===== src/rtl/quad_pkg.sv =====
// Shared types and the step classifier for the quadrature decoder.
package quad_pkg;

  typedef enum logic {
    INIT  = 1'b0,
    TRACK = 1'b1
  } quad_state_t;

  // Filtered phase pair, {a, b}.
  typedef logic [1:0] quad_phase_t;

  typedef enum logic [1:0] {
    STEP_NONE    = 2'd0,
    STEP_UP      = 2'd1,
    STEP_DOWN    = 2'd2,
    STEP_ILLEGAL = 2'd3
  } quad_step_t;

  // Classify the move from prev to cur along the Gray cycle 00->01->11->10->00.
  // Any pair not listed has both bits flipping, which cannot be a single step.
  function automatic quad_step_t quad_step(input quad_phase_t prev, input quad_phase_t cur);
    quad_step_t s;
    case ({prev, cur})
      4'b00_00, 4'b01_01, 4'b11_11, 4'b10_10: s = STEP_NONE;
      4'b00_01, 4'b01_11, 4'b11_10, 4'b10_00: s = STEP_UP;
      4'b00_10, 4'b10_11, 4'b11_01, 4'b01_00: s = STEP_DOWN;
      default:                                s = STEP_ILLEGAL;
    endcase
    return s;
  endfunction

endpackage


===== src/rtl/glitch_filter.sv =====
// Two-flop synchronizer followed by a stability filter for one encoder phase.
// 'filt' follows the synchronized input only after the input has disagreed
// with it for FILTER_CYCLES consecutive clocks. 'valid' rises once the channel
// has been seen stable (either agreeing or disagreeing) for FILTER_CYCLES
// clocks since reset, so the decoder knows its reference phase is trustworthy.
module glitch_filter #(
  parameter int FILTER_CYCLES = 4
) (
  input  logic clk,
  input  logic rst,
  input  logic din,
  output logic filt,
  output logic valid
);

  localparam int CW = $clog2(FILTER_CYCLES + 1);
  localparam logic [CW-1:0] LAST = CW'(FILTER_CYCLES - 1);

  logic          sync1;
  logic          sync2;
  logic [CW-1:0] cnt;
  logic          diff_prev;
  logic          diff;
  logic [CW-1:0] base;

  // Disagreement with the filtered value; a change in disagreement is a bounce
  // and restarts the run length from zero.
  always_comb begin
    diff = sync2 ^ filt;
    if (diff == diff_prev) begin
      base = cnt;
    end else begin
      base = '0;
    end
  end

  // Metastability guard on the asynchronous input.
  always_ff @(posedge clk or posedge rst) begin
    if (rst) begin
      sync1 <= 1'b0;
      sync2 <= 1'b0;
    end else begin
      sync1 <= din;
      sync2 <= sync1;
    end
  end

  // Run-length counter: accept the synchronized value after a full stable run.
  always_ff @(posedge clk or posedge rst) begin
    if (rst) begin
      cnt       <= '0;
      diff_prev <= 1'b0;
      filt      <= 1'b0;
      valid     <= 1'b0;
    end else begin
      diff_prev <= diff;
      if (valid && !diff) begin
        cnt <= '0;
      end else if (base == LAST) begin
        cnt   <= '0;
        filt  <= sync2;
        valid <= 1'b1;
      end else begin
        cnt <= base + CW'(1);
      end
    end
  end

endmodule


===== src/rtl/quad_decoder.sv =====
// Quadrature encoder decoder: filters both phases, tracks the Gray sequence
// and emits one-cycle step strobes with direction plus a wrapping position.
module quad_decoder
  import quad_pkg::*;
#(
  parameter int FILTER_CYCLES = 4,
  parameter int CNT_W         = 4
) (
  input  logic             clk,
  input  logic             rst,
  input  logic             quad_a,
  input  logic             quad_b,
  input  logic             err_clr,
  output logic             enable,
  output logic             up_down,
  output logic [CNT_W-1:0] count,
  output logic             err
);

  logic        filt_a;
  logic        filt_b;
  logic        valid_a;
  logic        valid_b;
  quad_phase_t phase;
  quad_phase_t p_prev;
  quad_state_t state;
  quad_step_t  step;

  glitch_filter #(.FILTER_CYCLES(FILTER_CYCLES)) u_filt_a (
    .clk   (clk),
    .rst   (rst),
    .din   (quad_a),
    .filt  (filt_a),
    .valid (valid_a)
  );

  glitch_filter #(.FILTER_CYCLES(FILTER_CYCLES)) u_filt_b (
    .clk   (clk),
    .rst   (rst),
    .din   (quad_b),
    .filt  (filt_b),
    .valid (valid_b)
  );

  assign phase = {filt_a, filt_b};

  // Classify the move since the last reference phase.
  always_comb begin
    step = quad_step(p_prev, phase);
  end

  // INIT/TRACK state machine with registered strobe, direction, count and error.
  always_ff @(posedge clk or posedge rst) begin
    if (rst) begin
      state   <= INIT;
      p_prev  <= 2'b00;
      enable  <= 1'b0;
      up_down <= 1'b1;
      count   <= '0;
      err     <= 1'b0;
    end else begin
      enable <= 1'b0;
      // Clear first so that an illegal step in the same cycle overrides it.
      if (err_clr) begin
        err <= 1'b0;
      end
      case (state)
        INIT: begin
          // The phase present at start-up becomes the reference, never a step.
          if (valid_a && valid_b) begin
            p_prev <= phase;
            state  <= TRACK;
          end
        end
        TRACK: begin
          p_prev <= phase;
          case (step)
            STEP_UP: begin
              enable  <= 1'b1;
              up_down <= 1'b1;
              count   <= count + CNT_W'(1);
            end
            STEP_DOWN: begin
              enable  <= 1'b1;
              up_down <= 1'b0;
              count   <= count - CNT_W'(1);
            end
            STEP_ILLEGAL: begin
              err <= 1'b1;
            end
            STEP_NONE: begin
              enable <= 1'b0;
            end
            default: begin
              enable <= 1'b0;
            end
          endcase
        end
        default: begin
          state <= INIT;
        end
      endcase
    end
  end

endmodule

===== config.mk =====
export PLATFORM = sky130hd
export DESIGN_NAME = quad_decoder
export DESIGN_NICKNAME = d
export VERILOG_FILES = /design/src/rtl/quad_pkg.sv /design/src/rtl/glitch_filter.sv /design/src/rtl/quad_decoder.sv
export SDC_FILE = /design/constraint.sdc
export NUM_CORES = 1
export LEC_CHECK = 0
export ABC_AREA = 1
export BUFFER_PORTS_ARGS = -buffer_cell sky130_fd_sc_hd__buf_2
export CORE_ASPECT_RATIO = 0.9
export CORE_MARGIN = 2
export CORE_UTILIZATION = 56
export DETAILED_ROUTE_END_ITERATION = 12
export PLACE_DENSITY = 0.74
export SLEW_MARGIN = 20
export SYNTH_ARGS = -nofsm -noshare
export SYNTH_HDL_FRONTEND = slang
export SYNTH_SLANG_ARGS = --single-unit

===== constraint.sdc =====
create_clock -name clk -period 2.15 [get_ports clk]
set_input_delay 0.215 -clock clk [delete_from_list [all_inputs] [get_ports clk]]
set_output_delay 0.215 -clock clk [all_outputs]
set_load 0.005 [all_outputs]

==> out/qor.txt, run 1 <==
outcome = finished clean
FP Rows = 15
Final Max Tran Viols = 0
DR pass1 iterations = 4
Setup Skew = 1.03 ps
Least-Margin Pin Slew = 455 ps
dpl ws = 65.5 ps
reg2reg setup slack = 90 ps
final global-route overflow total = 0
initial antenna violation count = 0
CP required = 2360 ps
hold wc startpoint = err_clr
Max stage delay on crit path = 470 ps
FMAX = 486 MHz
Avg Cell Area, Syn = 8.79 µm²
fin crit share = 0.957
leakage power = 0.784 nW
worst path cell trace = buf_4, o21ai_0, a21oi_2, ha_2, nor2_1, nor2_1, ha_1, a21oi_1, xor2_1, o21ai_0
Routed Antenna Nets = 0
initial core utilization = 0.610
CP arrival = 2270 ps
Worst VDD drop = 1030 µV
# IOs = 12
CTS H-Tree Depth = 1
most common cell after layout, fill and taps aside = nand2_1
Setup WS post-layout = 92.8 ps
Mapped Cells = 138
Via Count = 928
Layout Nets = 171
Clock Latency Late Sink = 320 ps
1st-iter DRT viols = 23
core area = 0.00199 mm²
layout cells sized above 1 = 0.201
root buffer cell = clkbuf_4
path depth of the worst reg2reg path = 10
worst hold path depth = 2
routed wire length = 2150 µm
CTS buffer count = 3
first-pass GRT wire length = 3490 µm
Setup CP Type = reg -> reg
Seq cells post-synth = 26
full die area = 0.00256 mm²
crit path launch type = flop
die width = 53.1 µm
GRT Total Usage = 0.194
reg2reg start = u_filt_b.filt
# placed instances = 175
CTS clk-pin slew, worst paths = 140 ps
final instance area = 0.00142 mm²
gpl congestion = 0.743
Yosys cell types = 18
vias in the first global route = 852
Hold Path Class = in -> reg
Layout Cells excl Fill = 184
pwr/cell area = 1640 mW/mm²
CTS sink cnt = 26
antenna diode count = 0
FF-to-FF End = count[2]
pin count of the biggest net entering global routing = 27
mapped cell area = 0.00121 mm²
Seq/Total Area, Yosys = 0.537
per-cell routed wire length = 11.7 µm
Post-DP HPWL = 1500 µm
CP max-delay cell = dfrtp_2
Synth Net Count = 149
most frequent cells in the layout = 31 x nand2_1, 30 x inv_1, 24 x dfrtp_1
minimum clock period = 2060 ps
P&R area growth vs syn = 17.0%
CTS max path bufs = 2
chip height = 48.2 µm
max_cap viols = 0
Via-to-Cell Ratio = 5.04
DRC errors left = 0
Crit Path Max Fanout = 6
CTS tree = built
Buffers on Ports = 11
Final Setup Violations = 0
Synthesis Warnings = 0
relative slew slack = 0.693
Critical Path Start = u_filt_b.filt
Total Neg Setup Slack = 0 ps
final hold violation count = 0
hold endpoint = err
DP Area = 0.00131 mm²
Critical Path End Type = flop
-- cells in the mapped netlist (all sizes together) --
master | n | share of area
a21oi | 4 | 0.016
a32oi | 1 | 0.0072
dfrtp | 25 | 0.52
dfstp | 1 | 0.022
ha | 6 | 0.062
inv | 30 | 0.093
nand2 | 37 | 0.14
nand3 | 7 | 0.037
nor2 | 10 | 0.033
nor3 | 2 | 0.0082
o21ai | 12 | 0.049
xnor2 | 1 | 0.0072
xor2 | 2 | 0.014
-- metrics by stage --
| stage | power, W | hold WS [ps] | utilization |
|---|---|---|---|
| after CTS | 0.00228 | 73.4 | 0.699 |
| after global placement | 0.00186 | 276 | 0.657 |
| after floorplan | 0.00165 | 246 | - |
| final | 0.00233 | 75.2 | 0.714 |
| after global routing | 0.00256 | 80.1 | 0.714 |
| after detailed placement | 0.00193 | 286 | 0.657 |
-- power breakdown --
group / switching, W / internal, W / leakage (nW)
combinational: 0.000730 / 0.000467 / 0.447
sequential: 0.000119 / 0.000684 / 0.309
clock: 0.000143 / 0.000189 / 0.0279
-- sequential cells by signal, indices dropped and copies added (netlist names) --
signal              flops
u_filt_a.filt           1
u_filt_b.diff_prev      1
u_filt_a.sync2          1
count                   4
state                   1
u_filt_a.valid          1
u_filt_b.valid          1
u_filt_b.sync1          1
u_filt_b.filt           1
u_filt_b.cnt            3
u_filt_b.sync2          1
up_down                 1
u_filt_a.cnt            3
err                     1
p_prev                  2
u_filt_a.sync1          1
enable                  1
u_filt_a.diff_prev      1
-- kinds of logic (layout without fill, tap and decap cells) --
kind of cell | count (synthesis) | after routing | synth area share
fa+ha+maj | 6 | 6 | 0.0619
flops | 26 | 26 | 0.537
simple gates | 56 | 56 | 0.213
compound gates | 17 | 17 | 0.0732
xor+xnor | 3 | 3 | 0.0217
buf+inv | 30 | 51 | 0.0928
-- critical path, delay by kind of cell (launching register included) --
kind	cells	cell delay, ps
AO/OA/AOI/OAI	4	570
flip-flops	1	470
adder cells (fa/ha/maj)	2	400
AND/OR/NAND/NOR	2	210
buffers and inverters	1	150
XOR/XNOR	1	150
-- per-layer routing --
| metal | GRT usage | vias to the layer above | routed length, µm | share of wire |
|---|---|---|---|---|
| met5 | 0 | - | 0 | 0 |
| met4 | 0.0513 | 0 | 14 | 0.0065 |
| met3 | 0.0552 | 2 | 101 | 0.047 |
| met2 | 0.358 | 26 | 1100 | 0.51 |
| met1 | 0.227 | 440 | 935 | 0.43 |
| li1 | - | 460 | - | - |
-- worst max path at each step --
stage | to | slack (ps) | depth (start not counted)
2_1_floorplan | count[2] | 340 | 11
3_3_place_gp | count[2] | 230 | 11
3_5_place_dp | count[2] | 70 | 11
4_1_cts | count[2] | 20 | 11
5_1_grt | count[2] | -30 | 11
6_report | count[2] | 90 | 10
-- final cells by class --
type	count	area, µm²
Multi-Input combinational cell	82	463
Sequential cell	26	653
Inverter	30	113
Clock buffer	3	22.5
Tap cell	25	31.3
Timing Repair Buffer	17	108
Clock inverter	1	30.0
Fill cell	158	569
-- repair_timing --
item	4_1_cts	5_1_grt
endpoints found under the setup margin	0	1
hold buffers	3	0
resized for setup	0	4
endpoints found under the hold margin	27	0
setup buffers	0	2
No activity file was read; power rests on OpenSTA's default activity.
==> run 2: changes to the inputs <==
clock period = 1.95 ns   (was 2.15 ns; I/O delays follow)
==> out/qor.txt, run 2 (synthesis results as in run 1) <==
root buffer cell = clkbuf_4
largest reg by FF count = count
Clock Latency Late Sink = 320 ps (about the same)
first-pass GRT wire length = 3630 µm (+4.0%)
final hold violation count = 0 (unchanged)
per-cell routed wire length = 12.5 µm (+6.9%)
relative slew slack = 0.669 (-0.0244)
pin count of the biggest net entering global routing = 16 (-41%)
CP arrival = 2180 ps (-90 ps)
GRT Total Usage = 0.208 (+0.0146)
post-layout util = 0.758 (+0.0440)
Combinational Power Share = 0.575 (+0.062)
CTS tree = built
core area = 0.00199 mm² (unchanged)
Setup WS post-layout = -3.22 ps (-96.0 ps)
Least-Margin Pin Slew = 496 ps (+40.8 ps)
Psw = 0.00129 W (+30%)
delay-heaviest family, CP = compound AO/OA/AOI/OAI gates
Max stage delay on crit path = 460 ps (about the same)
routed wire length = 2370 µm (+9.8%)
unrepaired setup endpoints after global routing = yes
antenna diode count = 0 (unchanged)
Layout Nets = 176 (+2.9%)
Routed Antenna Nets = 0 (unchanged)
pwr/cell area = 1970 mW/mm² (+20%)
initial core utilization = 0.610 (unchanged)
P&R area growth vs syn = 24.2%
gpl congestion = 0.765 (+2.9%)
total power = 0.00298 W (+28%)
FP Rows = 15 (unchanged)
minimum clock period = 1950 ps (-104 ps)
register area = 652 µm² (-0.19%)
hold slack = 48.9 ps (-26.3 ps)
Setup Skew = 6.22 ps (+5.20 ps)
CP required = 2180 ps (-180 ps)
final global-route overflow total = 0 (unchanged)
outcome = finished, violations left
switching share of power = 0.432 (+0.00685)
filler instances = 136 (-14%)
most common cell after layout, fill and taps aside = nand2_1
CTS clk-pin slew, worst paths = 140 ps (about the same)
max FFs per register = 4 (unchanged)
layout cells sized above 1 = 0.274 (+0.0731)
fin crit share = 1.00 (+0.0448)
Buffers on Ports = 11 (unchanged)
CTS buffer count = 3 (unchanged)
Worst VDD drop = 1290 µV (+26%)
Internal Power = 0.00169 W (+26%)
CTS max path bufs = 2 (unchanged)
leakage power = 0.817 nW (+4.2%)
Final Setup Violations = 1 (+1)
FMAX = 512 MHz (+5.3%)
CTS H-Tree Depth = 1 (unchanged)
worst path cell trace = nand2_1, o21ai_0, a21oi_2, ha_4, nand2_2, inv_2, nor2_4, ha_4, a21oi_2, xor2_1, o21ai_1
CTS sink cnt = 26 (unchanged)
Total Neg Setup Slack = -3.22 ps (-3.22 ps)
sequential group share of total power = 0.302 (-0.043)
CP max-delay cell = dfrtp_1
Via Count = 955 (+2.9%)
Critical Path End Type = flop
chip height = 48.2 µm (unchanged)
max_cap viols = 0 (unchanged)
Crit Path Max Fanout = 6 (unchanged)
die width = 53.1 µm (unchanged)
footprint of the multi-input gates = 514 µm² (+11%)
full die area = 0.00256 mm² (unchanged)
vias in the first global route = 854 (+0.23%)
top flop regs = count (4), u_filt_a.cnt (3), u_filt_b.cnt (3)
Post-DP HPWL = 1620 µm (+7.9%)
DRC errors left = 0 (unchanged)
crit path launch type = flop
Hold Path Class = in -> reg
initial antenna violation count = 0 (unchanged)
Setup CP Type = reg -> reg
Via-to-Cell Ratio = 5.05 (+0.19%)
CP Buf/Inv Count = 1 (unchanged)
most frequent cells in the layout = 30 x nand2_1, 27 x inv_1, 25 x dfrtp_1
DR pass1 iterations = 4 (unchanged)
Clk pwr share = 0.123 (-0.019)
# IOs = 12 (unchanged)
failing checks = negative setup slack
1st-iter DRT viols = 18 (-22%)
Final Max Tran Viols = 0 (unchanged)
[run 2: cell types whose count changed in the layout (fill, tap and decap cells not counted), sizes merged]
cell and delta:
buf +5
[run 2: final timing paths]
check	start	end	slack (ps)	cells after the start
max	p_prev[0]	count[2]	-3	11
min	err_clr	err	50	2
max reg2reg	p_prev[0]	count[2]	-3	11
min reg2reg	u_filt_b.sync1	u_filt_b.sync2	380	0
max in group asynchronous	rst	up_down	900	4
min in group asynchronous	rst	u_filt_a.sync1	420	3
[run 2: final cells by class]
type                       count  area share
clock buffer                   3      0.0149
clock inverter                 1      0.0199
inverter                      30      0.0747
multi-input combinational     82       0.341
sequential                    26       0.432
tap                           25      0.0207
timing repair buffer          22      0.0963
[run 2: timing repair]
action	in CTS	in global routing
gates resized for setup	5	12
hold endpoints to repair	15	0
setup endpoints to repair	1	3
hold buffers	3	0
buffers inserted	0	3
cloned	0	0
pin swaps	0	8
[run 2: layer usage]
metal	vias to the layer above	global-route usage	share of wire
met5	-	0	0
met4	0	0.0923	0.016
met3	4	0.0552	0.038
met2	20	0.360	0.50
met1	461	0.252	0.44
li1	470	-	-
[run 2: through the flow]
| step | cell area [µm²] | std cells | setup WS, ps |
|---|---|---|---|
| floorplan | 1210 | 138 | 136 |
| global placement | 1340 | 179 | 88.0 |
| detailed placement | 1340 | 179 | -66.4 |
| CTS | 1440 | 186 | 12.4 |
| global route | 1510 | 189 | -87.8 |
| finish | 1510 | 189 | -3.22 |
[run 2: power groups by stage]
stage	Clock [W]	Sequential [W]	Combinational [W]
final	0.000366	0.000898	0.00171
after detailed placement	0	0.000892	0.00135
after global placement	0	0.000873	0.00128
after floorplan	0	0.000881	0.000938
after global routing	0.000393	0.000916	0.00193
after CTS	0.000371	0.000882	0.00142
==> run 3: changes to the inputs <==
PLACE_DENSITY = 0.78   (was 0.74)
==> out/qor.txt, run 3 (synthesis results as in run 1) <==
Setup WS post-layout = -31.6 ps (-28.3 ps)
pin count of the biggest net entering global routing = 16 (unchanged)
worst hold path depth = 2 (unchanged)
relative slew slack = 0.630 (-0.0393)
largest reg by FF count = count
top flop regs = count (4), u_filt_a.cnt (3), u_filt_b.cnt (3)
CTS sink cnt = 26 (unchanged)
FP Rows = 15 (unchanged)
Critical Path Start = p_prev[0]
dpl ws = -130 ps (-63.5 ps)
P&R area growth vs syn = 26.8%
Routed Antenna Nets = 0 (unchanged)
initial core utilization = 0.610 (unchanged)
Total Neg Setup Slack = -31.6 ps (-28.3 ps)
Least-Margin Pin Slew = 555 ps (+58.9 ps)
Setup CP Type = reg -> reg
fin crit share = 1.02 (+0.0145)
root buffer cell = clkbuf_4
first-pass GRT wire length = 3530 µm (-2.7%)
# IOs = 12 (unchanged)
most common cell after layout, fill and taps aside = nand2_1
core area = 0.00199 mm² (unchanged)
Post-DP HPWL = 1540 µm (-4.6%)
Hold Path Class = in -> reg
crit path launch type = flop
# placed instances = 176 (-1.7%)
Max stage delay on crit path = 510 ps (+50 ps)
outcome = finished, violations left
Setup Skew = 9.46 ps (+3.24 ps)
filler instances = 134 (-1.5%)
per-cell routed wire length = 12.9 µm (+2.9%)
hold wc startpoint = err_clr
CTS clk-pin slew, worst paths = 150 ps (about the same)
CP max-delay cell = dfrtp_2
Final Max Tran Viols = 0 (unchanged)
chip height = 48.2 µm (unchanged)
Layout Nets = 177 (+0.57%)
Crit Path Max Fanout = 6 (unchanged)
Critical Path End Type = flop
Clock Latency Late Sink = 330 ps (about the same)
Buffers on Ports = 11 (unchanged)
register area = 654 µm² (+0.38%)
Via-to-Cell Ratio = 5.14 (+1.7%)
footprint of the multi-input gates = 532 µm² (+3.4%)
Layout Cells excl Fill = 190 (+0.53%)
final hold violation count = 0 (unchanged)
CTS tree = built
final global-route overflow total = 0 (unchanged)
FF-to-FF End = count[2]
pwr/cell area = 1990 mW/mm² (+0.94%)
unrepaired setup endpoints after global routing = yes
post-layout util = 0.774 (+0.0157)
total power = 0.00307 W (+3.0%)
reg2reg setup slack = -30 ps (-30 ps)
FMAX = 505 MHz (-1.4%)
worst path cell trace = nand2_2, o21ai_2, a21oi_2, ha_4, nand2_2, inv_2, nor2_4, ha_4, a21oi_2, xor2_1, o21ai_1
antenna diode count = 0 (unchanged)
failing checks = negative setup slack
gpl congestion = 0.838 (+9.6%)
Final Setup Violations = 1 (unchanged)
routed wire length = 2450 µm (+3.5%)
CTS buffer count = 3 (unchanged)
hold endpoint = err
reg2reg start = p_prev[0]
GRT Total Usage = 0.199 (-0.00942)
full die area = 0.00256 mm² (unchanged)
Via Count = 976 (+2.2%)
CP required = 2190 ps (about the same)
CP arrival = 2220 ps (+40 ps)
most frequent cells in the layout = 29 x nand2_1, 24 x inv_1, 23 x dfrtp_1
DR pass1 iterations = 5 (+1)
1st-iter DRT viols = 25 (+7)
die width = 53.1 µm (unchanged)
leakage power = 0.822 nW (+0.60%)
path depth of the worst reg2reg path = 11 (unchanged)
max FFs per register = 4 (unchanged)
layout cells sized above 1 = 0.333 (+0.0589)
CTS max path bufs = 2 (unchanged)
vias in the first global route = 848 (-0.70%)
DRC errors left = 0 (unchanged)
Worst VDD drop = 1240 µV (-4.2%)
minimum clock period = 1980 ps (+28.3 ps)
CTS H-Tree Depth = 1 (unchanged)
initial antenna violation count = 0 (unchanged)
max_cap viols = 0 (unchanged)
==> run 3: cell count changes in the layout (fill, tap and decap cells not counted), moves of 2 or more <==
cell     before  now
dfrtp_1      25   23
dfrtp_2       0    2
inv_1        27   24
inv_2         3    6
==> run 3: layer usage <==
metal / track usage / vias to the layer above / part of all wire / routed length, µm
met5: 0 / - / 0 / 0
met2: 0.335 / 34 / 0.50 / 1230
met4: 0.0821 / 0 / 0.010 / 25
met1: 0.238 / 463 / 0.43 / 1060
li1: - / 474 / - / -
met3: 0.0706 / 5 / 0.056 / 138
==> run 3: worst max path at each step <==
stage | to | cells past startpoint
final | count[2] | 11
after global routing | count[2] | 11
after CTS | count[2] | 12
after detailed placement | count[2] | 11
after global placement | count[2] | 11
after floorplan | count[2] | 11
==> run 3: final cells by class <==
cell class                      instances  share of cell area
Clock buffer                            3              0.0146
Tap cell                               25              0.0203
Clock inverter                          1              0.0195
Inverter                               30              0.0732
Sequential cell                        26               0.425
Timing Repair Buffer                   23               0.102
Multi-Input combinational cell         82               0.346
==> run 3: metrics by stage <==
stage	area (µm²)	hold WS [ps]
CTS	1450	59.2
global route	1540	50.3
global placement	1320	264
detailed placement	1320	273
finish	1540	58.1
floorplan	1210	226
==> run 3: what timing repair did <==
item                       in CTS  in global routing
resized for setup               8                 21
hold endpoints to repair       15                  0
setup endpoints to repair       2                  5
buffers inserted                3                  4
pin swaps                       3                 10
hold buffers                    3                  0
==> run 3: power breakdown <==
part	internal (W)	switching (W)	total, W
Combinational	0.000772	0.000983	0.00175
Clock	0.000208	0.000166	0.000374
Sequential	0.000755	0.000182	0.000938
Total	0.00174	0.00133	0.00307
==> run 3: worst max-delay path: cells and delay by family (launching register included) <==
kind / cells / cell delay, ps
AND/OR/NAND/NOR: 3 / 230
AO/OA/AOI/OAI: 4 / 520
flip-flops: 1 / 510
adder cells (fa/ha/maj): 2 / 360
buffers and inverters: 1 / 90
XOR/XNOR: 1 / 170
